`src/rtl/aes_rcon_seq_if.sv`:
```
// Handshake bundle between the key-schedule controller (master) and the
// round-constant sequencer (slave).
interface aes_rcon_seq_if #(
  parameter int RCON_W = 32
);
  logic              start;
  logic [1:0]        mode;
  logic              adv;
  logic              abort;
  logic [RCON_W-1:0] rcon_val;
  logic [3:0]        round_num;
  logic              rcon_valid;
  logic              rcon_last;
  logic [3:0]        num_rounds;
  logic              busy;
  logic              done;
  logic              err;

  modport master (
    output start, mode, adv, abort,
    input  rcon_val, round_num, rcon_valid, rcon_last, num_rounds, busy, done, err
  );

  modport slave (
    input  start, mode, adv, abort,
    output rcon_val, round_num, rcon_valid, rcon_last, num_rounds, busy, done, err
  );
endinterface

```
`src/rtl/aes_rcon_seq.sv`:
```
// AES round-constant sequencer: steps the Rcon byte through GF(2^8) xtime
// once per consumer advance, with per-key-size round limits.
//
// state | meaning
// IDLE  | no sequence active; waits for a legal start
// RUN   | rcon_val/round_num valid; advances on adv, exits on last adv or abort
module aes_rcon_seq #(
  parameter int RCON_W    = 32,
  parameter bit ALIGN_MSB = 1'b1
) (
  input logic          clk,
  input logic          rst,
  aes_rcon_seq_if.slave bus
);

  typedef enum logic {IDLE = 1'b0, RUN = 1'b1} state_t;

  state_t     state_q, state_d;
  logic [7:0] byte_q;
  logic [3:0] round_q;
  logic [3:0] limit_q;
  logic [3:0] nr_q;
  logic       done_q;
  logic       err_q;

  logic       accept;
  logic       reject;
  logic       step;
  logic       finish;
  logic       kill;
  logic [3:0] limit_sel;
  logic [3:0] nr_sel;
  logic [7:0] byte_next;
  logic [RCON_W-1:0] rcon_pos;

  // Multiply by x in GF(2^8) modulo the AES polynomial.
  function automatic logic [7:0] xtime(input logic [7:0] b);
    return {b[6:0], 1'b0} ^ (b[7] ? 8'h1B : 8'h00);
  endfunction

  // Rcon count and cipher round count for the requested key size.
  always_comb begin
    limit_sel = 4'd10;
    nr_sel    = 4'd10;
    case (bus.mode)
      2'b01: begin
        limit_sel = 4'd8;
        nr_sel    = 4'd12;
      end
      2'b10: begin
        limit_sel = 4'd7;
        nr_sel    = 4'd14;
      end
      default: begin
        limit_sel = 4'd10;
        nr_sel    = 4'd10;
      end
    endcase
  end

  assign byte_next = xtime(byte_q);

  // State register.
  always_ff @(posedge clk) begin
    if (rst) begin
      state_q <= IDLE;
    end else begin
      state_q <= state_d;
    end
  end

  // Next-state decode; abort outranks adv, and abort also masks start in IDLE.
  always_comb begin
    state_d = state_q;
    accept  = 1'b0;
    reject  = 1'b0;
    step    = 1'b0;
    finish  = 1'b0;
    kill    = 1'b0;
    case (state_q)
      IDLE: begin
        if (bus.start && !bus.abort) begin
          if (bus.mode == 2'b11) begin
            reject = 1'b1;
          end else begin
            accept  = 1'b1;
            state_d = RUN;
          end
        end
      end
      RUN: begin
        if (bus.abort) begin
          kill    = 1'b1;
          state_d = IDLE;
        end else if (bus.adv) begin
          if (round_q == limit_q) begin
            finish  = 1'b1;
            state_d = IDLE;
          end else begin
            step = 1'b1;
          end
        end
      end
      default: state_d = IDLE;
    endcase
  end

  // Rcon byte, round index, latched limits and the one-cycle pulses.
  always_ff @(posedge clk) begin
    if (rst) begin
      byte_q  <= 8'h00;
      round_q <= 4'd0;
      limit_q <= 4'd0;
      nr_q    <= 4'd0;
      done_q  <= 1'b0;
      err_q   <= 1'b0;
    end else begin
      done_q <= finish;
      err_q  <= reject;
      if (accept) begin
        byte_q  <= 8'h01;
        round_q <= 4'd1;
        limit_q <= limit_sel;
        nr_q    <= nr_sel;
      end else if (kill || finish) begin
        byte_q  <= 8'h00;
        round_q <= 4'd0;
      end else if (step) begin
        byte_q  <= byte_next;
        round_q <= round_q + 4'd1;
      end
    end
  end

  // Place the Rcon byte at the top or bottom of the word; other bits stay zero.
  always_comb begin
    rcon_pos = '0;
    if (ALIGN_MSB) begin
      rcon_pos[RCON_W-1 -: 8] = byte_q;
    end else begin
      rcon_pos[7:0] = byte_q;
    end
  end

  // Outputs derived from registered state only.
  always_comb begin
    bus.rcon_val   = rcon_pos;
    bus.round_num  = round_q;
    bus.rcon_valid = (state_q == RUN);
    bus.busy       = (state_q == RUN);
    bus.rcon_last  = (state_q == RUN) && (round_q == limit_q);
    bus.num_rounds = nr_q;
    bus.done       = done_q;
    bus.err        = err_q;
  end

endmodule

```
`src/flat_wrapper.sv`:
```
// flat-port wrapper written by rule: the top's interface ports become plain ports
module aes_rcon_seq_flat 
#(
  parameter int RCON_W    = 32,
  parameter bit ALIGN_MSB = 1'b1
)
  (clk, rst, bus_start, bus_mode, bus_adv, bus_abort, bus_rcon_val, bus_round_num, bus_rcon_valid, bus_rcon_last, bus_num_rounds, bus_busy, bus_done, bus_err);
  aes_rcon_seq_if #(.RCON_W(RCON_W)) bus_i ();
  input logic clk;
  input logic rst;
  input wire logic [$bits(bus_i.start)-1:0] bus_start;
  input wire logic [$bits(bus_i.mode)-1:0] bus_mode;
  input wire logic [$bits(bus_i.adv)-1:0] bus_adv;
  input wire logic [$bits(bus_i.abort)-1:0] bus_abort;
  output wire logic [$bits(bus_i.rcon_val)-1:0] bus_rcon_val;
  output wire logic [$bits(bus_i.round_num)-1:0] bus_round_num;
  output wire logic [$bits(bus_i.rcon_valid)-1:0] bus_rcon_valid;
  output wire logic [$bits(bus_i.rcon_last)-1:0] bus_rcon_last;
  output wire logic [$bits(bus_i.num_rounds)-1:0] bus_num_rounds;
  output wire logic [$bits(bus_i.busy)-1:0] bus_busy;
  output wire logic [$bits(bus_i.done)-1:0] bus_done;
  output wire logic [$bits(bus_i.err)-1:0] bus_err;
  assign bus_i.start = bus_start;
  assign bus_i.mode = bus_mode;
  assign bus_i.adv = bus_adv;
  assign bus_i.abort = bus_abort;
  assign bus_rcon_val = bus_i.rcon_val;
  assign bus_round_num = bus_i.round_num;
  assign bus_rcon_valid = bus_i.rcon_valid;
  assign bus_rcon_last = bus_i.rcon_last;
  assign bus_num_rounds = bus_i.num_rounds;
  assign bus_busy = bus_i.busy;
  assign bus_done = bus_i.done;
  assign bus_err = bus_i.err;
  aes_rcon_seq #(.RCON_W(RCON_W), .ALIGN_MSB(ALIGN_MSB)) u_core (.clk(clk), .rst(rst), .bus(bus_i));
endmodule
```
`config.mk`:
```
export PLATFORM = sky130hd
export DESIGN_NAME = aes_rcon_seq_flat
export DESIGN_NICKNAME = d
export VERILOG_FILES = /design/src/rtl/aes_rcon_seq_if.sv /design/src/rtl/aes_rcon_seq.sv /design/src/flat_wrapper.sv
export SDC_FILE = /design/constraint.sdc
export NUM_CORES = 1
export LEC_CHECK = 0
export CAP_MARGIN = 5
export CORE_ASPECT_RATIO = 0.5
export CORE_UTILIZATION = 45
export DETAILED_ROUTE_END_ITERATION = 6
export PLACE_DENSITY = 0.84
export SLEW_MARGIN = 10
export SYNTH_ARGS = -nofsm -noshare
export SYNTH_HDL_FRONTEND = slang
export SYNTH_SLANG_ARGS = --single-unit
```
`constraint.sdc`:
```
create_clock -name clk -period 4.25 [get_ports clk]
set_input_delay 0.425 -clock clk [delete_from_list [all_inputs] [get_ports clk]]
set_output_delay 0.425 -clock clk [all_outputs]
set_load 0.01 [all_outputs]
```
**After elaboration in Yosys (flattened, before gate mapping)**

Cells that the tools add are included.

- Add/sub/neg operators: 1
- Equality and inequality tests: 4
- Muxes and demuxes: 26
- Bitwise logic cells: 3
- Reduce and logical (&&, ||, !) cells: 7

Operator list:

| operator | count |
|---|---|
| $mux W1 | 22 |
| $pmux W4 S2 | 1 |
| $xor A8 B5 Y8 | 1 |
| $pmux W3 S2 | 1 |
| $reduce_or A3 Y1 | 2 |
| $mux W5 | 1 |
| $add A4 B1 Y4 const B | 1 |
| $eq A2 B2 Y1 const B | 2 |
| $eq A4 B4 Y1 | 1 |
| $reduce_bool A3 Y1 | 1 |
| $eq A2 B1 Y1 const B | 1 |
| $logic_and A1 B1 Y1 | 2 |
| $not A1 Y1 | 2 |
| $pmux W1 S2 | 1 |
| $logic_not A1 Y1 | 1 |
| $logic_or A1 B1 Y1 | 1 |

- Register bits after elaboration: 23
- Input bits: 7
- Output and inout port bits: 45
- Logic and storage cells: 50

**Logic depth before layout (Yosys ltp)**

Gate-level depths: netlist of run 1.

- Depth in word-level cells: 8
- Depth in mapped cells: 6
- Mapped depth without buffers: 5

**Worst setup path before layout of run 1**

OpenSTA, ideal clock, no wires.

- Path kind: flip-flop to output port
- From: reg u_core.round_q[0], in the netlist u_core.bus.round_num[0]
- To: out bus_rcon_last
- Arrival: 1335 ps
- Required time: 3825 ps
- Path slack: 2490 ps
- Stages on the path, launching flop included: 4
- Path buffers: 0
- Cells stage by stage: dfxtp_1 -> xor2_1 -> or4_4 -> nor2_1

- Longest elaborated chain between the ends: 2

Ends and longest elaborated chain:

| element | line | RTL |
|---|---|---|
| from (decl) | aes_rcon_seq.sv:20 | `logic [3:0] round_q;` |
| from (signal assigned) | aes_rcon_seq.sv:130 | `round_q <= round_q + 4'd1;` |
| $eq A4 B4 Y1 | aes_rcon_seq.sv:151 | `bus.rcon_last = (state_q == RUN) && (round_q == limit_q);` |
| $logic_and A1 B1 Y1 | aes_rcon_seq.sv:151 |  |
| to (decl) | flat_wrapper.sv:18 | `output wire logic [$bits(bus_i.rcon_last)-1:0] bus_rcon_last;` |

Every way passes these cells.

**Worst setup path in the final report of run 1**

Same ends and word-level chain as after synthesis.

==> metrics.yaml, run 1 <==
status: "completed"
hold_start: "u_core.bus.num_rounds[3]"
synth_enable_flop_cells: 0
type_of_the_setup_path_with_the_least_slack: "flop to primary output"
p_per_area_nw_per_um2: 300
worst_ep_required_time_ns: 3.83
num_io_pins: 52
clock-skew-final_ns: 0.00315
cts_buffers: 3
core-area_um2: 2360
clk_latency_ns: 0.26
grt_first_pass_wirelength_um: 3620
number_of_filler_cells_placed_in_the_layout: 213
layout_worst_path_cycle_share_pct: 59.8
number_of_levels_in_the_clock_h_tree: 1
reg2reg_from: "u_core.bus.round_num[0]"
transition_time_at_the_pin_with_the_least_slew_margin_ns: 0.722
avgRoutedWirePerCell_um: 12.1
overflow_left_after_global_routing: 0
place.detailed.hpwl_um: 1660
drt-vias-per-instance: 4.82
initialDrtViolationCount: 59
nNetsFinal: 163
hold_violations: 0
clk_root_buffer_cell: "clkbuf_8"
drc: 0
path_cells: "xor2_1, or4_4, nor2_1, clkdlybuf4s50_1"
slew_violations: 0
initial_util_pct: 50.8
ctsLongestPathBuffers: 2
cts_tree: "built"
dpl_worst_slack_ns: 1.99
max_stage_delay_ns: 0.57
synth-seq-cells: 20
synth-warning-count: 0
clkSlewWorstSetupHoldPaths_ns: 0.07
cts-resized-gates: 0
routabilityCongestion: 0.804
cts.sink_count: 20
place.port_buffers: 26
syn_avg_cell_area_um2: 9.00
area_of_the_die_um2: 2880
reg2reg_to: "u_core.byte_q[4]"
synthDistinctLibCells: 31
synth.cell_area_um2: 1200
cp_top_family: "simple AND/OR/NAND/NOR gates"
post_synth_mux_area_share_pct: 4.18
reg2reg_depth: 4
die_w_um: 75.0
yosys.area.top_type: "dfxtp_1"
row_cnt: 12
synth.top_cells.by_count: "buf_4 (32), dfxtp_1 (20), nor2_1 (12), a21oi_1 (8)"
layout_min_cycle_time_ns: 2.54
slew_headroom_pct: 51.3
final.setup.worst_slack_ns: 1.71
synth_top_cell_area_share_pct: 33.4
end_kind: "primary output"
path_buf_inv: 1
r2r_slack_ns: 2.46
report.final.setup_viol: 0
crit_fanout: 6
first_global_vias: 830
post_synthesis_sequential_area_ratio_pct: 33.4
layout-area-overhead-vs-synth_pct: 15.3
postSynth.asyncResetShare_pct: 0
max-cap-violations: 0
largest_net_degree_at_the_start_of_global_routing: 13
yosysMostFrequentCell: "buf_4"
routed_via_count: 892
hold_path_depth: 2
complex_gate_fraction_of_the_synthesized_area_pct: 16.5
synth_top_family_by_area: "buffers and inverters"
detailedRoute.firstPassIterationCount: 4
insertedDiodeCount: 0
die_y_um: 38.5
postCtsHoldBufs: 0
grt_use_total_pct: 17.9
ant_nets: 0
cp.arrival_ns: 2.12
min_delay_worst_endpoint: "u_core.bus.num_rounds[3]"
routed_wl_um: 2230
critical-path-slowest-cell: "or4_4"
synth_xor_area_share_pct: 5.12
max_freq_mhz: 393
ys_top_cells_by_area: "dfxtp_1 (33%), buf_4 (20%), ha_1 (5.2%)"
p_leak_uw: 0.000595
antenna_violations_before_repair: 0
rsz0062_at_grt: "no"
crit_path_start_kind: "flop"
syn-instance-count: 133
fin_setup_tns_ns: 0
timing.hold.worst.class: "flop to flop"
vdd.ir_drop.worst_v: 0.0000980
cts_setup_buffers: 0
post_synth_fa_ha_maj_area_fraction_pct: 5.22
post_synth_and_or_nand_nor_area_fraction_pct: 11.4
dominantRegCellSynth: "dfxtp_1"
worst_hold_slack_across_all_endpoints_ns: 0.479
drive_above_1_share_pct: 7.33
[metal layers]
metal	routed length, um	GRT usage, %	vias to the layer above
met5	0	0	-
met4	72	13.2	0
met3	147	6.32	9
met2	991	28.8	45
met1	1020	19.9	410
li1	-	-	428
[power by group]
part	total [uW]	internal [uW]	switching (uW)
Combinational	69.0	28.4	40.6
Sequential	200	193	6.22
Clock	146	82.5	63.2
Total	414	304	110
[worst reg2reg max path, stage by stage (launching register included)]
cell and delay [ns]:
dfxtp_1 0.45, xor2_1 0.16, or4_4 0.57, o211ai_4 0.32, a221oi_1 0.16
[how the worst max path moves through the flow]
stage,cells past startpoint,endpoint,from
floorplan,3,bus_rcon_last,u_core.bus.round_num[0]
global placement,4,bus_rcon_last,u_core.bus.round_num[0]
detailed placement,4,bus_rcon_last,u_core.bus.round_num[0]
CTS,4,bus_rcon_last,u_core.bus.round_num[0]
global route,4,bus_rcon_last,u_core.bus.round_num[0]
finish,4,bus_rcon_last,u_core.bus.round_num[0]
[state kept, by name (all words and copies together), names as in the netlist]
| signal | count |
|---|---|
| u_core.bus.done | 1 |
| u_core.bus.busy | 1 |
| u_core.byte_q | 8 |
| u_core.bus.num_rounds | 2 |
| u_core.bus.err | 1 |
| u_core.bus.round_num | 4 |
| u_core.limit_q | 3 |
[metrics by stage]
step	area, um2	utilization (%)	cells	power (uW)
4_1_cts	1380	58.5	185	415
5_1_grt	1380	58.5	185	435
2_1_floorplan	1290	-	157	265
6_report	1380	58.5	185	414
3_5_place_dp	1330	56.2	181	272
3_3_place_gp	1330	56.2	181	269
[cells in the final DEF, fill, tap and decap left out, drive strengths merged, types with 2 or more instances in the layout]
| cell | n |
|---|---|
| a21oi | 8 |
| xor2 | 4 |
| a22oi | 3 |
| xnor2 | 3 |
| nor2 | 12 |
| clkbuf | 4 |
| a211oi | 3 |
| ha | 5 |
| clkdlybuf4s50 | 26 |
| nand2 | 4 |
| o21ai | 4 |
| mux2i | 5 |
| dfxtp | 20 |
| and3 | 2 |
| a221oi | 4 |
| or3 | 2 |
| conb | 25 |
| inv | 5 |
[cell type report]
class,count,area [um2],area share [%]
clock buffer,4,55.1,3.99
inverter,5,18.8,1.36
multi-input combinational,95,602,43.6
sequential,20,400,29.0
tap,35,43.8,3.17
timing repair buffer,26,260,18.9
[kinds of logic (layout without fill, tap and decap cells)]
logic type | after synthesis | count (layout)
and+or+nand+nor | 27 | 27
muxes | 5 | 5
buffers and inverters | 42 | 35
DFF | 20 | 20
other | 1 | 25
xor gates and xnor gates | 7 | 7
AOI/OAI and AO/OA | 26 | 26
adders and majority gates | 5 | 5
Power figures use the tool's default switching activity.
==> run 2, diff against run 1 <==
--- a/config.mk
+++ b/config.mk
@@ -7,9 +7,9 @@
 export LEC_CHECK = 0
 export CAP_MARGIN = 5
 export CORE_ASPECT_RATIO = 0.5
-export CORE_UTILIZATION = 45
+export CORE_UTILIZATION = 42
 export DETAILED_ROUTE_END_ITERATION = 6
-export PLACE_DENSITY = 0.84
+export PLACE_DENSITY = 0.79
 export SLEW_MARGIN = 10
 export SYNTH_ARGS = -nofsm -noshare
 export SYNTH_HDL_FRONTEND = slang
==> constraint.sdc (replaced) <==
create_clock -name clk -period 2.55 [get_ports clk]
set_input_delay 0.255 -clock clk [delete_from_list [all_inputs] [get_ports clk]]
set_output_delay 0.255 -clock clk [all_outputs]
set_load 0.01 [all_outputs]
==> metrics.yaml, run 2 (synthesis gave the netlist of run 1 again) <==
status: "completed"
p_leak_uw: 0.000595  # unchanged
row_cnt: 13  # +1
max_flop_register: "u_core.byte_q"
clock-skew-final_ns: 0.00163  # -0.00152 ns
cts_setup_buffers: 0  # unchanged
cts_tree: "built"
vdd.ir_drop.worst_v: 0.000179  # +82%
crit_path_start_kind: "flop"
crit_fanout: 6  # unchanged
die_w_um: 77.5  # +3.4%
report.final.setup_viol: 0  # unchanged
slew_violations: 0  # unchanged
largest_net_degree_at_the_start_of_global_routing: 13  # unchanged
routabilityCongestion: 0.797  # -0.77%
ant_nets: 0  # unchanged
cts-resized-gates: 0  # unchanged
clk_root_buffer_cell: "clkbuf_8"
cp.arrival_ns: 2.14  # +0.02 ns
max_freq_mhz: 418
core-area_um2: 2650  # +12%
postCtsHoldBufs: 0  # unchanged
num_io_pins: 52  # unchanged
cts_buffers: 3  # unchanged
initialDrtViolationCount: 46  # -22%
antenna_violations_before_repair: 0  # unchanged
fin_setup_tns_ns: 0  # unchanged
worst_ep_required_time_ns: 2.30  # -1.53 ns
p_per_area_nw_per_um2: 497  # +66%
insertedDiodeCount: 0  # unchanged
routed_wl_um: 2170  # -2.7%
layout_worst_path_cycle_share_pct: 93.7
initial_util_pct: 45.2  # -5.6 points
avgRoutedWirePerCell_um: 11.6  # -3.7%
routed_via_count: 861  # -3.5%
timing.hold.worst.class: "flop to flop"
slew_headroom_pct: 48.4  # -2.9 points
placedInstanceArea_um2: 1330  # +0.19%
layout-area-overhead-vs-synth_pct: 15.5
max-cap-violations: 0  # unchanged
first_global_vias: 690  # -17%
rsz0062_at_grt: "no"
detailedRoute.firstPassIterationCount: 4  # unchanged
grt_first_pass_wirelength_um: 3350  # -7.2%
ctsLongestPathBuffers: 2  # unchanged
drt-vias-per-instance: 4.60  # -4.5%
largest_reg_flops: 8  # unchanged
drive_above_1_share_pct: 7.33  # unchanged
clkSlewWorstSetupHoldPaths_ns: 0.07  # about the same
cts.sink_count: 20  # unchanged
number_of_levels_in_the_clock_h_tree: 1  # unchanged
nNetsFinal: 163  # unchanged
clk_latency_ns: 0.26  # about the same
finish.cell_count_without_fillers: 187  # +1.1%
layout_commonest_cell: "clkdlybuf4s50_1"
hold_violations: 0  # unchanged
drc: 0  # unchanged
place.detailed.hpwl_um: 1640  # -1.1%
transition_time_at_the_pin_with_the_least_slew_margin_ns: 0.766  # +0.0437 ns
overflow_left_after_global_routing: 0  # unchanged
die_y_um: 39.8  # +3.3%
dpl.cell_count: 183  # +1.1%
end_kind: "primary output"
final_area_um2: 1380  # +0.18%
area_of_the_die_um2: 3080  # +6.9%
layout_min_cycle_time_ns: 2.39
place.port_buffers: 26  # unchanged
leading_cell_types_in_the_layout_fill_and_taps_excluded: "clkdlybuf4s50_1 (26), conb_1 (25), dfxtp_1 (20), nor2_1 (12), a21oi_1 (8)"
grt_use_total_pct: 15.0  # -2.8 points
type_of_the_setup_path_with_the_least_slack: "flop to primary output"
## run 2: path summary, 6_finish.rpt
path              slack, ns  cells after the start                       to                     from
setup reg to reg       0.73                      4  u_core.bus.round_num[0]  u_core.bus.round_num[0]
setup / recovery       0.16                      4            bus_rcon_last  u_core.bus.round_num[0]
hold reg to reg        0.50                      2         u_core.byte_q[0]         u_core.byte_q[0]
hold / removal         0.50                      2         u_core.byte_q[0]         u_core.byte_q[0]
## run 2: report_power, final
part	switching, uW	internal, uW
registers	10.3	322
logic	66.8	46.9
clock network	104	138
## run 2: metal layers
metal / track usage, % / vias to the layer above / share of wire (%)
met4: 7.08 / 0 / 1.6
met5: 0 / - / 0
met1: 18.3 / 393 / 47
met3: 4.42 / 4 / 5.9
li1: - / 429 / -
met2: 25.2 / 35 / 45
## run 2: cell type report
type	instances	area [um2]
Inverter	5	18.8
Fill cell	241	1270
Timing Repair Buffer	26	260
Multi-Input combinational cell	95	602
Tap cell	37	46.3
Sequential cell	20	400
Clock buffer	4	55.1
## run 2: stage by stage
stage | power (uW) | hold slack (ns) | setup WS, ns | util [%]
2_1_floorplan | 442 | 0.401 | 0.899 | -
3_3_place_gp | 449 | 0.454 | 0.520 | 50.1
3_5_place_dp | 453 | 0.464 | 0.457 | 50.1
4_1_cts | 694 | 0.497 | 0.168 | 52.1
5_1_grt | 718 | 0.528 | 0.0644 | 52.1
6_report | 688 | 0.499 | 0.160 | 52.1
## run 2: worst max-delay path, stage by stage (launching register included)
cell and delay [ns]:
dfxtp_1 0.46, xor2_1 0.16, or4_4 0.57, nor2_1 0.13
clkdlybuf4s50_1 0.55
==> run 3, diff against run 2 <==
==> constraint.sdc (replaced) <==
create_clock -name clk -period 2.2 [get_ports clk]
set_input_delay 0.22 -clock clk [delete_from_list [all_inputs] [get_ports clk]]
set_output_delay 0.22 -clock clk [all_outputs]
set_load 0.01 [all_outputs]
==> metrics.yaml, run 3 (synthesis gave the netlist of run 1 again) <==
antenna_violations_before_repair: 0  # unchanged
timing.hold.worst.class: "flop to flop"
vdd.ir_drop.worst_v: 0.000245  # +37%
report.final.setup_viol: 0  # unchanged
insertedDiodeCount: 0  # unchanged
ant_nets: 0  # unchanged
slew_violations: 0  # unchanged
p_leak_uw: 0.000603  # +1.3%
core-area_um2: 2650  # unchanged
pwr-share-clk_pct: 30.9  # -4.2 points
power.switching_uw: 199  # +9.8%
worst_ep_required_time_ns: 1.98  # -0.32 ns
first_global_vias: 665  # -3.6%
ctsLongestPathBuffers: 2  # unchanged
clkSlewWorstSetupHoldPaths_ns: 0.07  # about the same
path_cells: "xor2_1, or4_4, nor2_1, dlygate4sd2_1"
leading_cell_types_in_the_layout_fill_and_taps_excluded: "conb_1 (25), clkdlybuf4s50_1 (25), dfxtp_1 (19), nor2_1 (12), a21oi_1 (8)"
largest_reg_flops: 8  # unchanged
swShare_pct: 26.5  # +0.17 points
p_per_area_nw_per_um2: 542  # +9.0%
number_of_levels_in_the_clock_h_tree: 1  # unchanged
grt_first_pass_wirelength_um: 3190  # -4.7%
cts.sink_count: 20  # unchanged
routabilityCongestion: 0.787  # -1.3%
cp.arrival_ns: 1.80  # -0.34 ns
overflow_left_after_global_routing: 0  # unchanged
place.port_buffers: 26  # unchanged
fin_setup_tns_ns: 0  # unchanged
max-cap-violations: 0  # unchanged
clk_root_buffer_cell: "clkbuf_8"
transition_time_at_the_pin_with_the_least_slew_margin_ns: 0.796  # +0.0300 ns
num_io_pins: 52  # unchanged
detailedRoute.firstPassIterationCount: 4  # unchanged
initialDrtViolationCount: 66  # +43%
avgRoutedWirePerCell_um: 11.2  # -3.6%
cts_setup_buffers: 0  # unchanged
place.detailed.hpwl_um: 1590  # -3.1%
drive_above_1_share_pct: 8.61  # +1.3 points
die_w_um: 77.5  # unchanged
area_of_the_die_um2: 3080  # unchanged
hold_path_depth: 2  # unchanged
largest_net_degree_at_the_start_of_global_routing: 13  # unchanged
critical-path-slowest-cell: "or4_4"
routed_via_count: 875  # +1.6%
number_of_filler_cells_placed_in_the_layout: 238  # -1.2%
status: "completed"
drc: 0  # unchanged
cts_buffers: 3  # unchanged
worst_hold_slack_across_all_endpoints_ns: 0.500  # +0.000425 ns
p_int_uw: 551  # +8.8%
layout-area-overhead-vs-synth_pct: 15.6  # about the same
hold_violations: 0  # unchanged
sequential_power_share_pct: 51.4  # +3.0 points
max_freq_mhz: 496
row_cnt: 13  # unchanged
initial_util_pct: 45.2  # unchanged
grt_use_total_pct: 14.5  # -0.52 points
cts_tree: "built"
comb_power_share_pct: 17.6  # +1.1 points
type_of_the_setup_path_with_the_least_slack: "flop to primary output"
die_y_um: 39.8  # unchanged
routed_wl_um: 2110  # -3.1%
reg2reg_depth: 4  # unchanged
layout_min_cycle_time_ns: 2.02
max_flop_register: "u_core.byte_q"
rsz0062_at_grt: "no"
end_kind: "primary output"
clock-skew-final_ns: 0.000971  # -0.000660 ns
clk_latency_ns: 0.26  # about the same
slew_headroom_pct: 46.4  # -2.0 points
crit_path_start_kind: "flop"
layout_worst_path_cycle_share_pct: 91.7
drt-vias-per-instance: 4.65  # +1.1%
nNetsFinal: 165  # +1.2%
max_stage_delay_ns: 0.59  # +0.02 ns
register_cell_area_after_layout_um2: 402  # +0.31%
crit_fanout: 4  # -2
final_core_util_pct: 52.2  # about the same
multi_input_comb_area_um2: 602  # unchanged
-- run 3: changes by cell type in the layout (fill, tap and decap cells not counted), sizes merged --
cell,before,now
clkdlybuf4s50,26,25
dlygate4sd2,0,1
buf,0,2
clkbuf,4,3
-- run 3: path summary, 6_finish.rpt --
path,slack (ns),end,startpoint
worst max-delay path,0.18,bus_rcon_last,u_core.limit_q[1]
worst min-delay path,0.50,u_core.byte_q[0],u_core.byte_q[0]
worst max register to register,0.43,u_core.byte_q[2],u_core.limit_q[1]
worst min register to register,0.50,u_core.byte_q[0],u_core.byte_q[0]
-- run 3: timing repair --
action / 4_1_cts / 5_1_grt
gates resized for setup: 2 / 0
setup endpoints to repair: 1 / 0
hold buffers: 0 / 0
endpoints found under the hold margin: 0 / 0
-- run 3: worst max-delay path: cells and delay by family (launching register included) --
kind                   cells  cell delay, ns
XOR/XNOR                   1            0.20
buffers and inverters      1            0.29
flip-flops                 1            0.33
AND/OR/NAND/NOR            2            0.72
-- run 3: final cells by class --
class,instances,area share [%]
well taps,37,3.35
repair buffers,28,19.8
inverters,5,1.36
flip-flops and latches,20,29.0
clock buffers,3,2.98
multi-input cells,95,43.5
-- run 3: power by group through the flow --
| stage | combinational, uW | clock (uW) | sequential (uW) |
|---|---|---|---|
| 4_1_cts | 132 | 240 | 386 |
| 3_5_place_dp | 132 | 0 | 393 |
| 3_3_place_gp | 130 | 0 | 392 |
| 2_1_floorplan | 117 | 0 | 395 |
| 6_report | 132 | 232 | 386 |
| 5_1_grt | 146 | 258 | 387 |
-- run 3: metrics by stage --
step | power [uW] | worst slack [ns] | std cells | instance area, um2
6_report | 750 | 0.183 | 188 | 1380
5_1_grt | 790 | 0.123 | 188 | 1380
4_1_cts | 757 | 0.182 | 188 | 1380
3_5_place_dp | 525 | 0.151 | 185 | 1340
3_3_place_gp | 522 | 0.207 | 185 | 1340
2_1_floorplan | 512 | 0.549 | 157 | 1290
-- run 3: per-layer routing --
metal / share of wire (%) / GRT usage [%] / up-vias
met5: 0 / 0 / -
met4: 1.2 / 5.66 / 0
met3: 5.7 / 4.88 / 4
met2: 42 / 22.3 / 33
met1: 51 / 18.8 / 401
li1: - / - / 437
